### config.mk
export PLATFORM = sky130hd
export DESIGN_NAME = prach_hb1_sched_flat
export DESIGN_NICKNAME = d
export VERILOG_FILES = /design/src/rtl/prach_hb1_sched_if.sv /design/src/rtl/prach_hb1_sched.sv /design/src/flat_wrapper.sv
export SDC_FILE = /design/constraint.sdc
export NUM_CORES = 1
export LEC_CHECK = 0
export BUFFER_PORTS_ARGS = -buffer_cell sky130_fd_sc_hd__buf_4
export CAP_MARGIN = 20
export CORE_AREA = 5 5 44 74
export CTS_BUF_LIST = sky130_fd_sc_hd__clkbuf_2
export DETAILED_ROUTE_END_ITERATION = 6
export DIE_AREA = 0 0 49 79
export PLACE_DENSITY = 0.74
export SYNTH_ARGS = -nofsm -noshare
export SYNTH_HDL_FRONTEND = slang
export SYNTH_SLANG_ARGS = --single-unit
### constraint.sdc
create_clock -name clk -period 1.94 [get_ports clk]
set_input_delay 0.097 -clock clk [delete_from_list [all_inputs] [get_ports clk]]
set_output_delay 0.097 -clock clk [all_outputs]
set_load 0.01 [all_outputs]
### src/rtl/prach_hb1_sched_if.sv
// Handshake bundle between the PRACH HB1 scheduler and its surroundings.
// frame_cnt exists only when PRACH_HB1_SCHED_STATUS_EN is defined.
interface prach_hb1_sched_if #(parameter int NUM_CHN = 8);
  logic               enable;
  logic [NUM_CHN-1:0] chn_mask;
  logic               sync_in;
  logic               sync_err_clr;
  logic               rd_en;
  logic [7:0]         rd_chn;
  logic               hb_dv;
  logic [7:0]         hb_chn;
  logic               hb_sync;
  logic               busy;
  logic               sync_err;
`ifdef PRACH_HB1_SCHED_STATUS_EN
  logic [15:0]        frame_cnt;
`endif

  modport master (
    output enable, chn_mask, sync_in, sync_err_clr,
    input  rd_en, rd_chn, hb_dv, hb_chn, hb_sync, busy, sync_err
`ifdef PRACH_HB1_SCHED_STATUS_EN
    , input frame_cnt
`endif
  );

  modport slave (
    input  enable, chn_mask, sync_in, sync_err_clr,
    output rd_en, rd_chn, hb_dv, hb_chn, hb_sync, busy, sync_err
`ifdef PRACH_HB1_SCHED_STATUS_EN
    , output frame_cnt
`endif
  );
endinterface

### src/rtl/prach_hb1_sched.sv
// TDM slot scheduler feeding the PRACH HB1 datapath, frames aligned to sync_in.
// Optional completed-frame counter enabled by PRACH_HB1_SCHED_STATUS_EN.
module prach_hb1_sched #(
  parameter int NUM_CHN     = 8,
  parameter int SLOT_CYCLES = 2
) (
  input logic              clk,
  input logic              rst_n,
  prach_hb1_sched_if.slave bus
);
  localparam int SW = (NUM_CHN > 1) ? $clog2(NUM_CHN) : 1;
  localparam int CW = (SLOT_CYCLES > 1) ? $clog2(SLOT_CYCLES) : 1;
  localparam logic [SW-1:0] LAST_SLOT = SW'(NUM_CHN - 1);
  localparam logic [CW-1:0] LAST_CYC  = CW'(SLOT_CYCLES - 1);

  typedef enum logic [1:0] {S_IDLE, S_ARMED, S_RUN, S_DRAIN} state_t;

  state_t             r_state, w_next;
  logic [SW-1:0]      r_slot;
  logic [CW-1:0]      r_cyc;
  logic [NUM_CHN-1:0] r_mask;
  logic               r_hb_dv, r_hb_sync, r_sync_err;
  logic [7:0]         r_hb_chn;
  logic               w_busy, w_last, w_start, w_abort, w_rd_en;
  logic [7:0]         w_rd_chn;

  always_ff @(posedge clk or negedge rst_n) begin
    if (!rst_n) r_state <= S_IDLE;
    else        r_state <= w_next;
  end

  always_comb begin
    w_next = r_state;
    case (r_state)
      S_IDLE:  if (bus.enable) w_next = S_ARMED;
      S_ARMED: begin
        if (!bus.enable)      w_next = S_IDLE;
        else if (bus.sync_in) w_next = S_RUN;
      end
      S_RUN: begin
        if (!bus.enable) w_next = w_last ? S_IDLE : S_DRAIN;
        else if (w_last) w_next = bus.sync_in ? S_RUN : S_ARMED;
      end
      S_DRAIN: if (w_last) w_next = S_IDLE;
      default: w_next = S_IDLE;
    endcase
  end

  // A sync in RUN restarts the frame whether it lands on the last cycle (back-to-back) or not (abort).
  always_comb begin
    w_busy   = (r_state == S_RUN) || (r_state == S_DRAIN);
    w_last   = w_busy && (r_slot == LAST_SLOT) && (r_cyc == LAST_CYC);
    w_start  = bus.sync_in && bus.enable && ((r_state == S_ARMED) || (r_state == S_RUN));
    w_abort  = (r_state == S_RUN) && bus.sync_in && bus.enable && !w_last;
    w_rd_en  = w_busy && (r_cyc == '0) && r_mask[r_slot];
    w_rd_chn = w_rd_en ? 8'(r_slot) : 8'd0;
  end

  always_ff @(posedge clk or negedge rst_n) begin
    if (!rst_n) begin
      r_slot <= '0;
      r_cyc  <= '0;
      r_mask <= '0;
    end else if (w_start) begin
      r_slot <= '0;
      r_cyc  <= '0;
      r_mask <= bus.chn_mask;
    end else if (w_busy) begin
      if (r_cyc == LAST_CYC) begin
        r_cyc  <= '0;
        r_slot <= (r_slot == LAST_SLOT) ? '0 : r_slot + SW'(1);
      end else begin
        r_cyc  <= r_cyc + CW'(1);
      end
    end
  end

  always_ff @(posedge clk or negedge rst_n) begin
    if (!rst_n) begin
      r_hb_dv    <= 1'b0;
      r_hb_chn   <= 8'd0;
      r_hb_sync  <= 1'b0;
      r_sync_err <= 1'b0;
    end else begin
      r_hb_dv   <= w_rd_en;
      if (w_rd_en) r_hb_chn <= w_rd_chn;
      r_hb_sync <= w_busy && (r_slot == '0) && (r_cyc == '0);
      if (w_abort)               r_sync_err <= 1'b1;
      else if (bus.sync_err_clr) r_sync_err <= 1'b0;
    end
  end

`ifdef PRACH_HB1_SCHED_STATUS_EN
  logic [15:0] r_frame_cnt;
  always_ff @(posedge clk or negedge rst_n) begin
    if (!rst_n)      r_frame_cnt <= 16'd0;
    else if (w_last) r_frame_cnt <= r_frame_cnt + 16'd1;
  end
  assign bus.frame_cnt = r_frame_cnt;
`endif

  assign bus.rd_en    = w_rd_en;
  assign bus.rd_chn   = w_rd_chn;
  assign bus.hb_dv    = r_hb_dv;
  assign bus.hb_chn   = r_hb_chn;
  assign bus.hb_sync  = r_hb_sync;
  assign bus.busy     = w_busy;
  assign bus.sync_err = r_sync_err;
endmodule

### src/flat_wrapper.sv
// flat-port wrapper written by rule: the top's interface ports become plain ports
module prach_hb1_sched_flat 
#(
  parameter int NUM_CHN     = 8,
  parameter int SLOT_CYCLES = 2
)
  (clk, rst_n, bus_enable, bus_chn_mask, bus_sync_in, bus_sync_err_clr, bus_rd_en, bus_rd_chn, bus_hb_dv, bus_hb_chn, bus_hb_sync, bus_busy, bus_sync_err);
  prach_hb1_sched_if #(.NUM_CHN(NUM_CHN)) bus_i ();
  input logic clk;
  input logic rst_n;
  input wire logic [$bits(bus_i.enable)-1:0] bus_enable;
  input wire logic [$bits(bus_i.chn_mask)-1:0] bus_chn_mask;
  input wire logic [$bits(bus_i.sync_in)-1:0] bus_sync_in;
  input wire logic [$bits(bus_i.sync_err_clr)-1:0] bus_sync_err_clr;
  output wire logic [$bits(bus_i.rd_en)-1:0] bus_rd_en;
  output wire logic [$bits(bus_i.rd_chn)-1:0] bus_rd_chn;
  output wire logic [$bits(bus_i.hb_dv)-1:0] bus_hb_dv;
  output wire logic [$bits(bus_i.hb_chn)-1:0] bus_hb_chn;
  output wire logic [$bits(bus_i.hb_sync)-1:0] bus_hb_sync;
  output wire logic [$bits(bus_i.busy)-1:0] bus_busy;
  output wire logic [$bits(bus_i.sync_err)-1:0] bus_sync_err;
  assign bus_i.enable = bus_enable;
  assign bus_i.chn_mask = bus_chn_mask;
  assign bus_i.sync_in = bus_sync_in;
  assign bus_i.sync_err_clr = bus_sync_err_clr;
  assign bus_rd_en = bus_i.rd_en;
  assign bus_rd_chn = bus_i.rd_chn;
  assign bus_hb_dv = bus_i.hb_dv;
  assign bus_hb_chn = bus_i.hb_chn;
  assign bus_hb_sync = bus_i.hb_sync;
  assign bus_busy = bus_i.busy;
  assign bus_sync_err = bus_i.sync_err;
  prach_hb1_sched #(.NUM_CHN(NUM_CHN), .SLOT_CYCLES(SLOT_CYCLES)) u_core (.clk(clk), .rst_n(rst_n), .bus(bus_i));
endmodule
==> After elaboration in Yosys (flattened, before gate mapping) <==
Cells that the tools add are included.
{ "word_totals": {"in_bits": 13, "ff_bits": 25, "output_inout_bits": 21} }
{ "op_classes": {"add_sub_neg": 2, "muxes": 21, "bitwise": 1, "reduce_logical": 21, "eq_ne": 8, "n_lt_le_gt_ge": 1} }
{ "op_table": {"columns": ["operator", "count"], "rows": [
  ["2-bit 2-to-1 mux", 8],
  ["3-bit 2-to-1 mux", 5],
  ["1-bit logical AND", 11],
  ["2-bit case mux with 4 select lines", 1],
  ["1-bit 2-to-1 mux", 6],
  ["2-bit nonzero test", 3],
  ["2-bit equality test, second input constant", 2],
  ["3-bit by 4-bit < comparator with 1-bit output, second input constant", 1],
  ["4-bit AND reduction", 1],
  ["3-bit by 1-bit adder with 3-bit output, second input constant", 1],
  ["1-bit binary-select mux with 3-bit select", 1],
  ["3-bit equality test, second input constant", 1],
  ["3-bit logical NOT", 1],
  ["3-bit by 2-bit inequality test with 1-bit output, second input constant", 1],
  ["3-bit inequality test, second input constant", 1],
  ["2-bit by 1-bit equality test with 1-bit output, second input constant", 1],
  ["2-bit logical NOT", 1],
  ["1-bit logical OR", 2],
  ["2-bit by 1-bit inequality test with 1-bit output, second input constant", 1],
  ["2-bit inequality test, second input constant", 1],
  ["2-bit AND reduction", 1],
  ["1-bit adder, second input constant", 1],
  ["1-bit logical NOT", 1],
  ["1-bit NOT", 1]
]} }

==> Depth between registers and ports, before layout <==
Gate-level depths: netlist (run 1).
{ "logic_depth": {"depth_word": 7, "mapped_depth": 6, "mapped_depth_nobuf": 6} }

==> Least setup slack after synthesis (run 1) <==
OpenSTA, ideal clock, no wires.
{ "synth_timing": {"kind": "reg-to-reg", "start": "register u_core.r_slot[1]", "end": "register u_core.r_state[1]", "path_buffers": 0, "t_arrival_ps": 1757, "setup_time_ps": 125, "stages_incl_launch_ff": 7, "path_slack_ps": 59, "t_required_ps": 1815, "cell_sequence": "dfrtp_1 ha_1 ha_1 nand2_1 a22o_1 a221oi_1 mux2_2"} }
{ "synth_between": {"elab_chain_len": 6, "word_cells_on_any_way": 9, "cone_classes": "eq/ne (3); mux (3); reduce/logical (3)"} }
{ "synth_rtl": {"columns": ["item", "line", "text"], "rows": [
  ["start, declared", "prach_hb1_sched.sv:19", "logic [SW-1:0] r_slot;"],
  ["start signal, assigned", "prach_hb1_sched.sv:71", "r_slot <= (r_slot == LAST_SLOT) ? '0 : r_slot + SW'(1);"],
  ["3-bit equality test *", "prach_hb1_sched.sv:52", "w_last = w_busy && (r_slot == LAST_SLOT) && (r_cyc == LAST_CYC);"],
  ["1-bit logical AND * (2 in series)", "prach_hb1_sched.sv:52", null],
  ["2-bit 2-to-1 mux (2 in series)", "prach_hb1_sched.sv:41", "if (!bus.enable) w_next = w_last ? S_IDLE : S_DRAIN;"],
  ["2-bit case mux with 4 select lines", "prach_hb1_sched.sv:34", "case (r_state)"],
  ["end signal, assigned", "prach_hb1_sched.sv:29", "else r_state <= w_next;"],
  ["end, declared", "prach_hb1_sched.sv:18", "state_t r_state, w_next;"]
]} }
Mark *: on every way between the ends. The rest lies on a longest branch, timed or not.
A chain may end at the register's enable or synchronous reset.

==> Final worst setup path (run 1) <==
{ "layout_timing": {"start": "register u_core.r_slot[0]", "end": "output port bus_rd_chn[0]"} }
{ "layout_between": {"elab_chain_len": 4} }
{ "layout_rtl": {"columns": ["item", "line", "text"], "rows": [
  ["1-bit binary-select mux with 3-bit select", "prach_hb1_sched.sv:55", "w_rd_en = w_busy && (r_cyc == '0) && r_mask[r_slot];"],
  ["1-bit 2-to-1 mux (not written as such)", "prach_hb1_sched.sv:55", null],
  ["1-bit logical AND", "prach_hb1_sched.sv:55", null],
  ["3-bit 2-to-1 mux *", "prach_hb1_sched.sv:56", "w_rd_chn = w_rd_en ? 8'(r_slot) : 8'd0;"],
  ["end, declared", "flat_wrapper.sv:16", "output wire logic [$bits(bus_i.rd_chn)-1:0] bus_rd_chn;"]
]} }
Mark *: on every way between the ends. The rest lies on a longest branch, timed or not. The select of a mux whose other input is x is not followed.

==> results.tsv, run 1 <==
stage	metric	value	unit
outcome	outcome	finished, violations left	
outcome	failing checks	negative setup slack	
timing	RSZ-0062 raised after global routing	true	
placed_design	I/O Buffers	23	
yosys	Yosys reg bits	20	
global_routing	pin count of the biggest net entering global routing	21	
clocking	CTS H-Tree Depth	1	
setup_path	CP dominant cell by count	buf_6	
setup_path	Req. time, crit path	1840	ps
global_routing	initial antenna violation count	0	
pwr	pwr/cell area	1115	mW/mm^2
floorplan	core area	0.002628	mm^2
yosys	multiplexer share of the synthesized area	0.09101	
yosys	Simple-Gate Fraction of Synth Area	0.1842	
yosys	top cell type's share of synthesized area	0.4386	
setup_path	Worst setup SP type	flop	
floorplan	Die Y	79	um
routing	DRC viols	0	
yosys	xor and xnor fraction of the mapped netlist area	0	
floorplan	io pins	34	
placed_design	placed inst area	0.001329	mm^2
routing	post-route antenna net violation count	0	
pwr	maximum vdd drop	0.6723	mV
global_routing	Total Routing Usage GR	0.1351	
global_routing	first-pass GRT wire length	4.050	mm
clocking	clock root buffer	clkbuf_2	
clocking	Max Root-Sink Buffers	2	
min_path	hold depth	3	
cells_and_area	final instance area	0.001575	mm^2
timing	Fin. Hold Viols	0	
cells_and_area	fin nets	183	
placed_design	gpl congestion	0.7369	
yosys	cells after synthesis	117	
cells_and_area	most frequent cells in the layout	nand2_1, buf_4, dfrtp_1, conb_1, dlygate4sd3_1	
setup_path	critical setup path kind	flop to output port	
yosys	synth top area cells	dfrtp_1, nand2_1, ha_1	
clocking	CTS Sinks	20	
timing	fmax	510.6	MHz
global_routing	global route total overflow	0	
routing	router iterations before antenna repair	4	
routing	Via-to-Cell Ratio	4.920	
setup_path	crit-path max cell delay	420	ps
routing	DR WL/cell	12.93	um
yosys	largest family of logic cells by synthesized area	simple AND/OR/NAND/NOR gates	
setup_path	Worst Setup End Kind	output port	
floorplan	num rows	25	
placed_design	DPL Wire Length	1.738	mm
floorplan	die area	0.003871	mm^2
timing	final period utilization	1.010	
pwr	leakage	0.0008436	uW
yosys	Syn Area/Cell	9.753	um^2
clocking	clk slew on worst S/H paths	170	ps
clocking	CTS tree	yes	
clocking	TritonCTS Buffers	3	
yosys	Post-Synth Adder-Cell Area	0.08772	
yosys	Synth area leader	dfrtp_1	
timing	final worst slack	-18.60	ps
yosys	synthesized area	0.001141	mm^2
cells_and_area	final core utilization	0.5995	
cells_and_area	Fill cells	235	
setup_path	worst path cell trace	buf_6, buf_6, mux2i_2, a221oi_2, o21a_4, and2_4, buf_6	
cells_and_area	area grow syn2layout	38.05	%
floorplan	starting density of the core	0.4343	
min_path	HP Class	input port to flop	
cells_and_area	ANT cells	0	
run	max-cap violations	0	
clocking	clk_lat worst skew	330	ps
timing	Hold WS	66.69	ps
floorplan	die width	49	um
setup_path	Max stage delay cell, worst path	dfrtp_1	
setup_path	depth of the most critical reg-to-reg path	7	
timing	Period minus WS final	1959	ps
setup_path	Max FO, Critical Path	4	
timing	skew final	23.45	ps
routing	final wirelength	2.431	mm
routing	vias	925	
yosys	sequential share of the synthesized area	0.4386	
timing	max-slew violations	0	
global_routing	number of global-route vias before repair	925	
cells_and_area	share of cells above drive strength 1	0.3416	
yosys	Yosys Warn Count	0	
yosys	Synth Area in Compound Gates	0.09320	
timing	Final Setup Violations	2	
yosys	Yosys cell types	29	
routing	DRT iter0 DRCs	6	
setup_path	Critical Path AT	1860	ps
[synth_stat cells]
master	count
a21oi_1	4
a221oi_1	2
a22o_1	1
a32o_1	1
and2_1	3
and2_2	2
and3_1	1
buf_4	10
buf_6	1
clkbuf_1	1
conb_1	1
dfrtp_1	20
ha_1	8
inv_1	7
mux2_2	1
mux2_4	2
mux2i_1	4
mux4_2	1
nand2_1	29
nor2_1	6
nor2b_1	2
nor3_1	1
nor3b_1	2
o211a_1	1
o21a_4	1
o21ai_0	1
o21ai_1	1
o21bai_1	2
or2_2	1
[area by class of cell]
cell class              count  area [um^2]  share of cell area
clock inverters             1        30.03             0.01906
flip-flops and latches     20        500.5              0.3177
well taps                  27        33.78             0.02145
clock buffers               3        15.01            0.009531
inverters                   7        26.28             0.01668
repair buffers             43        367.9              0.2335
multi-input cells          87        601.8              0.3820
[sequential cells by signal (all words and copies together), names as in the netlist]
name	count
u_core.r_mask	8
u_core.bus.hb_chn	3
u_core.r_slot	3
u_core.r_state	2
u_core.bus.hb_dv	1
u_core.bus.hb_sync	1
u_core.bus.sync_err	1
u_core.r_cyc	1
[per-stage QoR]
stage / setup WS (ps) / TNS (ps) / std cells / total power [uW]
2_1_floorplan: 58.55 / 0 / 126 / 1104
3_3_place_gp: 158.7 / 0 / 169 / 1263
3_5_place_dp: 83.49 / 0 / 169 / 1304
4_1_cts: -5.477 / -10.49 / 188 / 1722
5_1_grt: -121.6 / -270.2 / 188 / 1894
6_report: -18.60 / -33.46 / 188 / 1756
[metal layers]
metal,vias to the layer above,GRT usage,routed length [um]
met3,9,0.03189,105
met1,442,0.1295,844
met5,-,0,0
met4,0,0.08895,91
met2,22,0.2474,1389
li1,452,-,-
[worst paths after layout]
kind	start	endpoint	slack, ps
setup / recovery	u_core.r_slot[0]	bus_rd_chn[0]	-20
hold / removal	bus_sync_err_clr	u_core.bus.sync_err	70
setup reg to reg	u_core.r_slot[0]	u_core.r_state[1]	90
hold reg to reg	u_core.r_mask[2]	u_core.r_mask[2]	500
max in group asynchronous	rst_n	u_core.r_state[0]	1570
min in group asynchronous	rst_n	u_core.bus.hb_chn[2]	140
[power by group]
| part | internal [uW] | switching [uW] | leakage [uW] |
|---|---|---|---|
| Clock | 178 | 131 | 0.0000266 |
| Sequential | 566 | 103 | 0.000260 |
| Combinational | 415 | 364 | 0.000557 |
[worst max-delay path, delay by kind of cell (launching register included)]
kind / cells / cell delay, ps
buf+inv: 3 / 340
mux: 1 / 150
compound gates: 2 / 510
simple gates: 1 / 140
flops: 1 / 420
[cell families after synthesis]
kind of cell	count (synthesis)
compound gates	14
fa+ha+maj	8
buf+inv	19
flops	20
mux	8
other cells	1
simple gates	47
[timing repair]
action	in CTS	in global routing
resized for setup	12	6
buffers inserted	6	1
pin swaps	4	3
setup endpoints to repair	4	7
hold buffers	9	0
endpoints found under the hold margin	28	0
(Power assumes the default switching activity.)
==> inputs of run 2 (changes only) <==
Settings changed: RECOVER_POWER set to 100.
==> results.tsv, run 2 (synthesis gave the netlist of run 1 again) <==
stage	metric	value	unit
outcome	outcome	finished, violations left	
outcome	failing checks	negative setup slack	
cells_and_area	area grow syn2layout	35.75	%
global_routing	pin count of the biggest net entering global routing	21	
clocking	Max Root-Sink Buffers	2	
placed_design	gpl congestion	0.7369	
routing	post-route antenna net violation count	0	
floorplan	core area	0.002628	mm^2
global_routing	initial antenna violation count	0	
pwr	maximum vdd drop	0.6664	mV
timing	fmax	510.5	MHz
setup_path	Req. time, crit path	1840	ps
placed_design	I/O Buffers	23	
timing	max-slew violations	0	
floorplan	die width	49	um
placed_design	placed insts	169	
setup_path	Critical Path AT	1860	ps
clocking	TritonCTS Buffers	3	
clocking	clock root buffer	clkbuf_2	
min_path	HP Class	input port to flop	
timing	Slew headroom	0.3006	
routing	DRT iter0 DRCs	8	
floorplan	die area	0.003871	mm^2
setup_path	critical setup path kind	flop to output port	
timing	final worst slack	-18.86	ps
timing	Fin. Hold Viols	0	
cells_and_area	commonest non-fill, non-tap cell in the layout	nand2_1	
floorplan	Die Y	79	um
timing	Period minus WS final	1959	ps
setup_path	Max FO, Critical Path	4	
global_routing	number of global-route vias before repair	925	
cells_and_area	ANT cells	0	
timing	skew final	24.34	ps
cells_and_area	share of cells above drive strength 1	0.2981	
routing	vias	922	
timing	Setup TNS Final	-33.98	ps
clocking	CTS Sinks	20	
clocking	clk slew on worst S/H paths	170	ps
cells_and_area	Fill cells	243	
setup_path	worst path cell trace	buf_6, buf_6, mux2i_2, a221oi_2, o21a_4, and2_4, buf_6	
setup_path	Worst Setup End Kind	output port	
floorplan	starting density of the core	0.4343	
floorplan	num rows	25	
setup_path	CP dominant cell by count	buf_6	
cells_and_area	max reg flops	8	
routing	Via-to-Cell Ratio	4.904	
floorplan	io pins	34	
routing	final wirelength	2.441	mm
routing	router iterations before antenna repair	4	
setup_path	Worst setup SP type	flop	
global_routing	global route total overflow	0	
cells_and_area	fin nets	183	
cells_and_area	Largest Register	u_core.r_mask	
timing	final period utilization	1.010	
setup_path	critical path's top delay family	compound AO/OA/AOI/OAI gates	
timing	Final Setup Violations	2	
cells_and_area	most frequent cells in the layout	nand2_1, buf_4, dfrtp_1, conb_1, dlygate4sd3_1	
timing	worst slew pin tran	1049	ps
cells_and_area	Non-Filler Instances	188	
global_routing	first-pass GRT wire length	4.050	mm
setup_path	Max stage delay cell, worst path	dfrtp_1	
run	max-cap violations	0	
clocking	CTS H-Tree Depth	1	
setup_path	Buffers & Inverters on Critical Path	3	
routing	DR WL/cell	12.98	um
placed_design	DPL Wire Length	1.738	mm
clocking	CTS tree	yes	
routing	DRC viols	0	
timing	RSZ-0062 raised after global routing	true	
clocking	clk_lat worst skew	330	ps
pwr	leakage	0.0008150	uW
pwr	pwr/cell area	1116	mW/mm^2
setup_path	crit-path max cell delay	420	ps
global_routing	Total Routing Usage GR	0.1351	
[run 2: cell count changes in the layout (fill, tap and decap cells not counted), sizes merged]
| cell | before | now |
|---|---|---|
| buf | 34 | 27 |
| clkbuf | 3 | 10 |
[run 2: final cells by class]
| type | instances | area, um^2 | area share |
|---|---|---|---|
| multi-input combinational | 87 | 601.8 | 0.3885 |
| sequential | 20 | 500.5 | 0.3231 |
| timing repair buffer | 43 | 341.6 | 0.2205 |
| tap | 27 | 33.78 | 0.02181 |
| clock inverter | 1 | 30.03 | 0.01939 |
| inverter | 7 | 26.28 | 0.01696 |
| clock buffer | 3 | 15.01 | 0.009693 |
[run 2: metal layers]
layer | wire length (um) | global-route usage | vias to the layer above
met3 | 104 | 0.03189 | 9
li1 | - | - | 452
met1 | 856 | 0.1295 | 439
met4 | 91 | 0.08895 | 0
met2 | 1388 | 0.2474 | 22
met5 | 0 | 0 | -
[run 2: worst min-delay path: cells and delay by family]
| kind | cells | cell delay (ps) |
|---|---|---|
| buf+inv | 2 | 150 |
| compound gates | 1 | 110 |
[run 2: final timing paths]
kind	cells past startpoint	start	endpoint	slack [ps]
max	7	u_core.r_slot[0]	bus_rd_chn[0]	-20
min	3	bus_sync_err_clr	u_core.bus.sync_err	70
max reg2reg	7	u_core.r_slot[0]	u_core.r_state[1]	90
min reg2reg	2	u_core.r_mask[2]	u_core.r_mask[2]	500
max in group asynchronous	2	rst_n	u_core.r_state[1]	860
min in group asynchronous	2	rst_n	u_core.bus.hb_chn[2]	430
[run 2: where the power goes]
| group | switching [uW] | leakage [uW] | total [uW] | internal [uW] |
|---|---|---|---|---|
| sequential | 102 | 0.000260 | 667 | 566 |
| clock | 131 | 0.0000266 | 309 | 178 |
| combinational | 365 | 0.000529 | 752 | 388 |
| total | 598 | 0.000815 | 1730 | 1130 |
[run 2: through the flow]
stage	instance area (um^2)	power [uW]	setup WS, ps	utilization	hold slack (ps)
floorplan	1175	1104	58.55	-	-198.6
global placement	1329	1263	158.7	0.5057	-13.25
detailed placement	1329	1304	83.49	0.5057	-11.56
CTS	1549	1722	-5.477	0.5895	46.41
global route	1549	1870	-121.6	0.5895	47.11
finish	1549	1729	-18.86	0.5895	66.80
[run 2: what timing repair did]
action / 4_1_cts / 5_1_grt
buffers inserted: 6 / 1
gates cloned: 0 / 0
pin swaps: 4 / 3
setup endpoints to repair: 4 / 7
hold buffers: 9 / 0
hold endpoints to repair: 28 / 0
resized for setup: 12 / 6
==> inputs of run 3 (changes only) <==
Settings changed: CORE_AREA 5 5 44 74 to 5 5 53 55, DIE_AREA 0 0 49 79 to 0 0 58 60, PLACE_DENSITY 0.74 to 0.8.
Clock period 1.94 ns to 2.1 ns, I/O delays scaled along.
==> results.tsv, run 3 (synthesis gave the netlist of run 1 again) <==
stage	metric	value	unit
cells_and_area	fin nets	181	
placed_design	gpl congestion	0.8260	
floorplan	io pins	34	
global_routing	global route total overflow	0	
min_path	hold depth	3	
timing	Hold WS	80.16	ps
setup_path	depth of the most critical reg-to-reg path	5	
outcome	outcome	completed	
pwr	leakage	0.0007939	uW
setup_path	crit-path max cell delay	500	ps
timing	worst slew pin tran	1056	ps
cells_and_area	Fill cells	198	
floorplan	die width	58	um
cells_and_area	Reg area	501.7	um^2
routing	DRC viols	0	
cells_and_area	commonest non-fill, non-tap cell in the layout	nand2_1	
clocking	clock root buffer	clkbuf_2	
setup_path	Max FO, Critical Path	5	
cells_and_area	ANT cells	0	
routing	vias	921	
global_routing	number of global-route vias before repair	898	
routing	router iterations before antenna repair	4	
global_routing	pin count of the biggest net entering global routing	21	
floorplan	die area	0.003480	mm^2
setup_path	Req. time, crit path	2000	ps
floorplan	starting density of the core	0.4872	
timing	max-slew violations	0	
routing	DRT iter0 DRCs	19	
timing	Slew headroom	0.2957	
routing	DR WL/cell	12.69	um
routing	final wirelength	2.398	mm
setup_path	critical setup path kind	flop to output port	
setup_path	Critical Path AT	1900	ps
pwr	pwr/cell area	1043	mW/mm^2
cells_and_area	max reg flops	8	
cells_and_area	Multi-input gate area	583.1	um^2
min_path	HP Class	input port to flop	
routing	Via-to-Cell Ratio	4.873	
clocking	clk slew on worst S/H paths	190	ps
floorplan	core area	0.002342	mm^2
setup_path	critical path's top delay family	multiplexers	
timing	RSZ-0062 raised after global routing	false	
timing	Final Setup Violations	0	
setup_path	Max stage delay cell, worst path	mux4_2	
timing	Period minus WS final	2008	ps
floorplan	Die Y	60	um
clocking	CTS tree	yes	
placed_design	DPL Wire Length	1.638	mm
cells_and_area	most frequent cells in the layout	nand2_1, buf_4, dfrtp_1, conb_1, dlygate4sd3_1	
run	max-cap violations	0	
clocking	CTS H-Tree Depth	1	
timing	final period utilization	0.9563	
routing	post-route antenna net violation count	0	
timing	skew final	14.44	ps
cells_and_area	Largest Register	u_core.r_mask	
placed_design	I/O Buffers	23	
clocking	clk_lat worst skew	320	ps
setup_path	Worst Setup End Kind	output port	
floorplan	num rows	18	
timing	Setup TNS Final	0	ps
timing	Fin. Hold Viols	0	
cells_and_area	share of cells above drive strength 1	0.2579	
timing	fmax	498.0	MHz
setup_path	Worst setup SP type	flop	
clocking	Max Root-Sink Buffers	2	
setup_path	worst path cell trace	buf_6, mux4_2, o21a_4, and2_2, buf_4	
setup_path	Buffers & Inverters on Critical Path	2	
global_routing	Total Routing Usage GR	0.1428	
global_routing	initial antenna violation count	0	
cells_and_area	area grow syn2layout	31.25	%
clocking	TritonCTS Buffers	3	
pwr	maximum vdd drop	0.5614	mV
clocking	CTS Sinks	20	
setup_path	instance count on the critical path	5	
global_routing	first-pass GRT wire length	3.822	mm
==> run 3: changes by cell type in the layout (fill, tap and decap cells not counted), sizes merged <==
cell / delta
buf: -5
clkbuf: +3
==> run 3: cell type report <==
cell class / count / share of cell area
flip-flops and latches: 20 / 0.3350
multi-input cells: 87 / 0.3893
clock inverters: 1 / 0.02005
clock buffers: 3 / 0.01003
repair buffers: 41 / 0.2030
well taps: 30 / 0.02506
inverters: 7 / 0.01754
==> run 3: what timing repair did <==
action | CTS | global route
hold endpoints to repair | 28 | 0
resized for setup | 2 | 5
cloned | 0 | 0
hold buffers | 9 | 0
setup endpoints to repair | 4 | 4
setup buffers | 2 | 5
==> run 3: worst reg2reg max path, stage by stage, from the launching register on <==
cell	delay [ps]
dfrtp_1	500
ha_1	260
nand2_1	150
a22o_1	220
a221oi_2	300
mux2_2	380
==> run 3: routing by layer <==
layer	track usage	vias up	part of all wire
li1	-	447	-
met1	0.1682	436	0.41
met2	0.2516	30	0.52
met3	0.02592	8	0.052
met4	0.06623	0	0.021
met5	0	-	0
==> run 3: metrics by stage <==
stage               setup WS, ps  cell area [um^2]  total power, uW    util  std cells
floorplan                  218.5              1175             1020       -        126
global placement           249.1              1310             1167  0.5593        169
detailed placement         158.3              1310             1201  0.5593        169
CTS                        1.930              1469             1525  0.6271        184
global route               9.535              1498             1678  0.6394        189
finish                     91.86              1498             1562  0.6394        189
==> run 3: final timing paths <==
kind / from / end / slack [ps]
max: u_core.r_slot[0] / bus_rd_chn[0] / 90
min: bus_sync_err_clr / u_core.bus.sync_err / 80
max reg2reg: u_core.r_slot[2] / u_core.r_state[1] / 200
min reg2reg: u_core.r_mask[4] / u_core.r_mask[4] / 500
max in group asynchronous: rst_n / u_core.r_state[1] / 940
min in group asynchronous: rst_n / u_core.bus.hb_chn[0] / 450
==> run 3: where the power goes <==
group	total, uW	switching (uW)	internal (uW)	leakage, uW
Sequential	613	90.3	523	0.000258
Combinational	661	334	326	0.000509
Clock	287	123	164	0.0000266
Total	1560	548	1010	0.000794
